--- src/rtl/cdc_pkg.sv ---
`default_nettype none
// ============================================================================
//  Module      : cdc_pkg
//  Description : Shared types and default constants for the toggle-handshake
//                CDC link (transmitter and receiver sides).
//  Revision    : 1.0 - initial release
// ============================================================================
package cdc_pkg;

    // Transmitter handshake state
    typedef enum logic [0:0] {
        IDLE     = 1'b0,
        WAIT_ACK = 1'b1
    } cdc_state_t;

    // Default configuration
    localparam int c_data_width_dflt     = 8;
    localparam int c_num_stages_dflt     = 2;
    localparam int c_timeout_cycles_dflt = 255;

    // Legal synchronizer depth
    localparam int c_num_stages_min = 2;
    localparam int c_num_stages_max = 4;

endpackage : cdc_pkg
`default_nettype wire

--- src/rtl/bit_sync.sv ---
`default_nettype none
// ============================================================================
//  Module      : bit_sync
//  Description : Single-bit multi-flop synchronizer, asynchronous active-low
//                reset to 0. Used for the ACK toggle here and for the REQ
//                toggle on the receiving side.
//  Revision    : 1.0 - initial release
// ============================================================================
module bit_sync
    import cdc_pkg::*;
#(
    parameter int NUM_STAGES = c_num_stages_dflt
) (
    input  logic CLK,
    input  logic RST,
    input  logic SYNC_IN,
    output logic SYNC_OUT
);

    logic [NUM_STAGES-1:0] r_sync;

    // Shift the asynchronous input through the flop chain
    always_ff @(posedge CLK or negedge RST) begin
        if (!RST) begin
            r_sync <= '0;
        end else begin
            r_sync <= {r_sync[NUM_STAGES-2:0], SYNC_IN};
        end
    end

    assign SYNC_OUT = r_sync[NUM_STAGES-1];

endmodule : bit_sync
`default_nettype wire

--- src/rtl/cdc_handshake_tx.sv ---
`default_nettype none
// ============================================================================
//  Module      : cdc_handshake_tx
//  Description : Source side of the two-phase toggle handshake CDC link.
//                Accepts a word on valid/ready, holds it on TX_DATA, flips
//                TX_REQ_TGL, and waits until the synchronized ACK_TGL matches
//                before accepting the next word.
//                Optional feature macro: CDC_TX_TIMEOUT_EN (sticky ERR after
//                TIMEOUT_CYCLES cycles without acknowledge).
//  Revision    : 1.0 - initial release
// ============================================================================
module cdc_handshake_tx
    import cdc_pkg::*;
#(
    parameter int DATA_WIDTH     = c_data_width_dflt,
    parameter int NUM_STAGES     = c_num_stages_dflt,
    parameter int TIMEOUT_CYCLES = c_timeout_cycles_dflt
) (
    input  logic                  CLK,
    input  logic                  RST,
    input  logic                  IN_VALID,
    input  logic [DATA_WIDTH-1:0] IN_DATA,
    output logic                  IN_READY,
    output logic [DATA_WIDTH-1:0] TX_DATA,
    output logic                  TX_REQ_TGL,
    input  logic                  ACK_TGL,
    output logic                  DONE,
    output logic                  ERR
);

    // Elaboration-time parameter sanity
    if (NUM_STAGES < c_num_stages_min || NUM_STAGES > c_num_stages_max) begin : g_bad_stages
        $error("cdc_handshake_tx: NUM_STAGES out of range");
    end
    if (TIMEOUT_CYCLES < 1) begin : g_bad_timeout
        $error("cdc_handshake_tx: TIMEOUT_CYCLES must be at least 1");
    end

    cdc_state_t              r_state;
    logic [DATA_WIDTH-1:0]   r_tx_data;
    logic                    r_req_tgl;
    logic                    r_done;
    logic                    w_ack_sync;
    logic                    w_in_ready;
    logic                    w_accept;

    bit_sync #(
        .NUM_STAGES (NUM_STAGES)
    ) u_ack_sync (
        .CLK      (CLK),
        .RST      (RST),
        .SYNC_IN  (ACK_TGL),
        .SYNC_OUT (w_ack_sync)
    );

    // Ready is held off during the DONE cycle so DONE and IN_READY never overlap
    assign w_in_ready = RST && (r_state == IDLE) && !r_done;
    assign w_accept   = IN_VALID && w_in_ready;

    // Handshake FSM: launch on accept, complete when the ack level catches up
    always_ff @(posedge CLK or negedge RST) begin
        if (!RST) begin
            r_state   <= IDLE;
            r_tx_data <= '0;
            r_req_tgl <= 1'b0;
            r_done    <= 1'b0;
        end else begin
            r_done <= 1'b0;
            case (r_state)
                IDLE: begin
                    if (w_accept) begin
                        r_tx_data <= IN_DATA;
                        r_req_tgl <= ~r_req_tgl;
                        r_state   <= WAIT_ACK;
                    end
                end
                WAIT_ACK: begin
                    if (w_ack_sync == r_req_tgl) begin
                        r_done  <= 1'b1;
                        r_state <= IDLE;
                    end
                end
                default: r_state <= IDLE;
            endcase
        end
    end

`ifdef CDC_TX_TIMEOUT_EN
    localparam int CNT_W = $clog2(TIMEOUT_CYCLES + 1);
    localparam logic [CNT_W-1:0] c_timeout_last = CNT_W'(TIMEOUT_CYCLES - 1);
    localparam logic [CNT_W-1:0] c_timeout_max  = CNT_W'(TIMEOUT_CYCLES);

    logic [CNT_W-1:0] r_cnt;
    logic             r_err;

    // Saturating wait counter; ERR is sticky because the request cannot be withdrawn
    always_ff @(posedge CLK or negedge RST) begin
        if (!RST) begin
            r_cnt <= '0;
            r_err <= 1'b0;
        end else begin
            if (w_accept) begin
                r_cnt <= '0;
            end else if (r_state == WAIT_ACK) begin
                if (r_cnt != c_timeout_max) begin
                    r_cnt <= r_cnt + 1'b1;
                end
                if (r_cnt == c_timeout_last) begin
                    r_err <= 1'b1;
                end
            end
        end
    end

    assign ERR = r_err;
`else
    assign ERR = 1'b0;
`endif

    assign IN_READY   = w_in_ready;
    assign TX_DATA    = r_tx_data;
    assign TX_REQ_TGL = r_req_tgl;
    assign DONE       = r_done;

endmodule : cdc_handshake_tx
`default_nettype wire

--- config.mk ---
export PLATFORM = sky130hd
export DESIGN_NAME = cdc_handshake_tx
export DESIGN_NICKNAME = d
export VERILOG_FILES = /design/src/rtl/cdc_pkg.sv /design/src/rtl/bit_sync.sv /design/src/rtl/cdc_handshake_tx.sv
export SDC_FILE = /design/constraint.sdc
export NUM_CORES = 1
export LEC_CHECK = 0
export ABC_AREA = 1
export CAP_MARGIN = 20
export CORE_AREA = 2 2 39 41
export DETAILED_ROUTE_END_ITERATION = 7
export DIE_AREA = 0 0 41 43
export GPL_TIMING_DRIVEN = 0
export MAX_ROUTING_LAYER = met4
export PLACE_DENSITY_LB_ADDON = 0.15
export SLEW_MARGIN = 30
export SYNTH_ARGS = -nofsm -noshare
export SYNTH_HDL_FRONTEND = slang
export SYNTH_SLANG_ARGS = --single-unit
--- constraint.sdc ---
create_clock -name CLK -period 2.5 [get_ports CLK]
set_input_delay 0.25 -clock CLK [delete_from_list [all_inputs] [get_ports CLK]]
set_output_delay 0.25 -clock CLK [all_outputs]
set_load 0.005 [all_outputs]
==> results_dict.tcl <==
set metrics [dict create \
    tightest_slew_ns 0.682 \
    status "finished, violations left" \
    ir_drop_v 0.000499 \
    final_area_um2 797 \
    grt_first_pass_wirelength_um 1620 \
    critPathKind "in -> out" \
    ys_ff_latch 13 \
    yosys.area.top_type_share_pct 60.5 \
    cts_setup_buffers 0 \
    path_cells "dlymetal6s2s_1 -> buf_2 -> nand2_1 -> nor2_1 -> clkdlybuf4s50_1" \
    grt_overflow 0 \
    required_ns 2.25 \
    clk_latency_ns 0.27 \
    die_h_um 43 \
    cts-root-buf "clkbuf_4" \
    synth_area_um2 538 \
    powerDensity_mw_per_mm2 1030 \
    yosysWarnings 0 \
    numClockSinks 13 \
    avgSynthCellArea_um2 9.78 \
    r2r_cells 4 \
    worstPathArrival_ns 1.77 \
    crit_path_max_fanout 15 \
    dp_hpwl_um 687 \
    clock_skew_ns 0.00209 \
    critPathLaunchType "primary input" \
    r2r_slack_ns 1.38 \
    post_layout_nonfiller_instances 96 \
    fin_nets 93 \
    setup_tns_ns 0 \
    start_util_pct 38.9 \
    ys_types 14 \
    placed_area_um2 768 \
    holdCritPathClass "in -> async" \
    reg2reg_to "TX_DATA[3]" \
    holdWs_ns -0.00364 \
    cap_violations 0 \
    most-common-layout-cells "nand2_1, clkdlybuf4s50_1, dfrtp_1" \
    die_w_um 41 \
    fp.coreArea_mm2 0.00138 \
    gp_congestion 0.672 \
    yosysSeqAreaShare_pct 60.5 \
    drtIter0Drc 11 \
    max_freq_ghz 0.494 \
    setup_violations 0 \
    place.port_buffers 21 \
    syn_to_final_growth_pct 48.1 \
    timing.final.hold_violations 13 \
    cpPeakStageDelay_ns 0.52 \
    clk_pin_slew_worst_paths_ns 0.08 \
    drc 0 \
    cts_max_level 1 \
    grt_max_degree 16 \
    dp.cells 92 \
    dieArea_mm2 0.00176 \
    n_antenna_cell 0 \
    drtAntennaViolNets 0 \
    critPathBufInv 3 \
    antenna_found_initial 0 \
    rows 14 \
    synth_area_leader_cell "dfrtp_1" \
    min_period_ns 2.02 \
    layout.cells.most_common "nand2_1" \
    relSlewSlack_pct 54.4 \
    io_pins 24 \
    cp_top_family "buffers and inverters" \
    rsz0062_at_grt "no" \
    routed_wl_um 1030 \
    synthTopCellsByArea "dfrtp_1, nand2_1, nand4_1" \
    p_leak_uw 0.000390 \
    grt_pass1_vias 375 \
    via_per_inst 4.79 \
    synthCells 55 \
    post-route-period-util_pct 80.9 \
    wl_per_cell_um 10.7 \
    cts_made_buffers 3 \
    clk_path_buf_depth 2 \
    layout-drive-gt1-share_pct 11.3 \
    nFillCells 139 \
    syn_nets 67 \
    final_max_slew_viol_count 0 \
    regToRegStartpoint "r_state" \
    end_kind "primary output" \
    cp_slowest_cell "dlymetal6s2s_1" \
    critical_path_depth 5 \
    grt_usage_pct 15.0 \
    final_util_pct 57.6 \
    cts_tree "yes" \
    drtPass1Iterations 4 \
    via_count 460 \
    violations "hold timing" \
]
## report_power, final
part / switching [µW] / total (µW) / leakage [µW] / internal [µW]
registers: 56.2 / 350 / 0.000161 / 294
logic: 140 / 343 / 0.000214 / 203
clock network: 67.2 / 129 / 0.0000150 / 61.8
total: 263 / 822 / 0.000390 / 559
## per-layer routing
layer,vias up,track usage (%),share of wire (%),routed length [µm]
met5,-,-,0,0
met4,0,12.0,3.5,36
met3,5,6.28,10,104
met2,20,17.5,42,426
met1,202,19.4,45,458
li1,233,-,-,-
## worst reg2reg max path: stages (launching register included)
cell and delay, ns:
dfrtp_1 0.42, nor2_4 0.26, nand3_4 0.18, nand2_1 0.10, nand2_1 0.05
## cell families after synthesis
group | count (synthesis) | share of synthesized area, %
AOI/OAI and AO/OA | 1 | 0.929
buffers and inverters | 5 | 4.65
DFF | 13 | 60.5
other | 1 | 0.697
and+or+nand+nor | 35 | 33.3
## registers in the layout, summed over array words and instances, names as in the netlist
signal             flops
r_state                1
TX_REQ_TGL             1
DONE                   1
u_ack_sync.r_sync      2
TX_DATA                8
## worst max-delay path by stage
stage,slack [ns],start,to
final,0.48,RST,IN_READY
after global routing,0.28,RST,IN_READY
after CTS,0.03,RST,IN_READY
after detailed placement,0.03,RST,IN_READY
after global placement,0.04,RST,IN_READY
after floorplan,1.52,r_state,TX_REQ_TGL
## per-stage QoR
stage | total power (µW) | setup slack, ns
after floorplan | 497 | 1.52
after global placement | 700 | 0.0444
after detailed placement | 704 | 0.0292
after CTS | 835 | 0.0345
after global routing | 894 | 0.282
final | 822 | 0.478
## what timing repair did
action                     4_1_cts  5_1_grt
hold buffers                     0        0
setup endpoints to repair        0        1
gates resized for setup          0        1
## cell type report
class                   count  area [µm²]  share of cell area [%]
well taps                  16        20.0                    2.51
clock buffers               4        26.3                    3.30
multi-input cells          37         188                    23.5
flip-flops and latches     13         325                    40.8
plain buffers               3        17.5                    2.20
inverters                   2        7.51                   0.942
repair buffers             21         213                    26.7
## synthesized netlist by cell type
master and n:
nor2_1 1, nand3_1 1, nor2_4 1, inv_1 2
buf_4 1, conb_1 1, buf_2 1, nand3_4 1
nand4_1 9, or2_2 1, nand2_1 21, dfrtp_1 13
a21oi_1 1, clkbuf_2 1
Power figures use the tool's default switching activity.
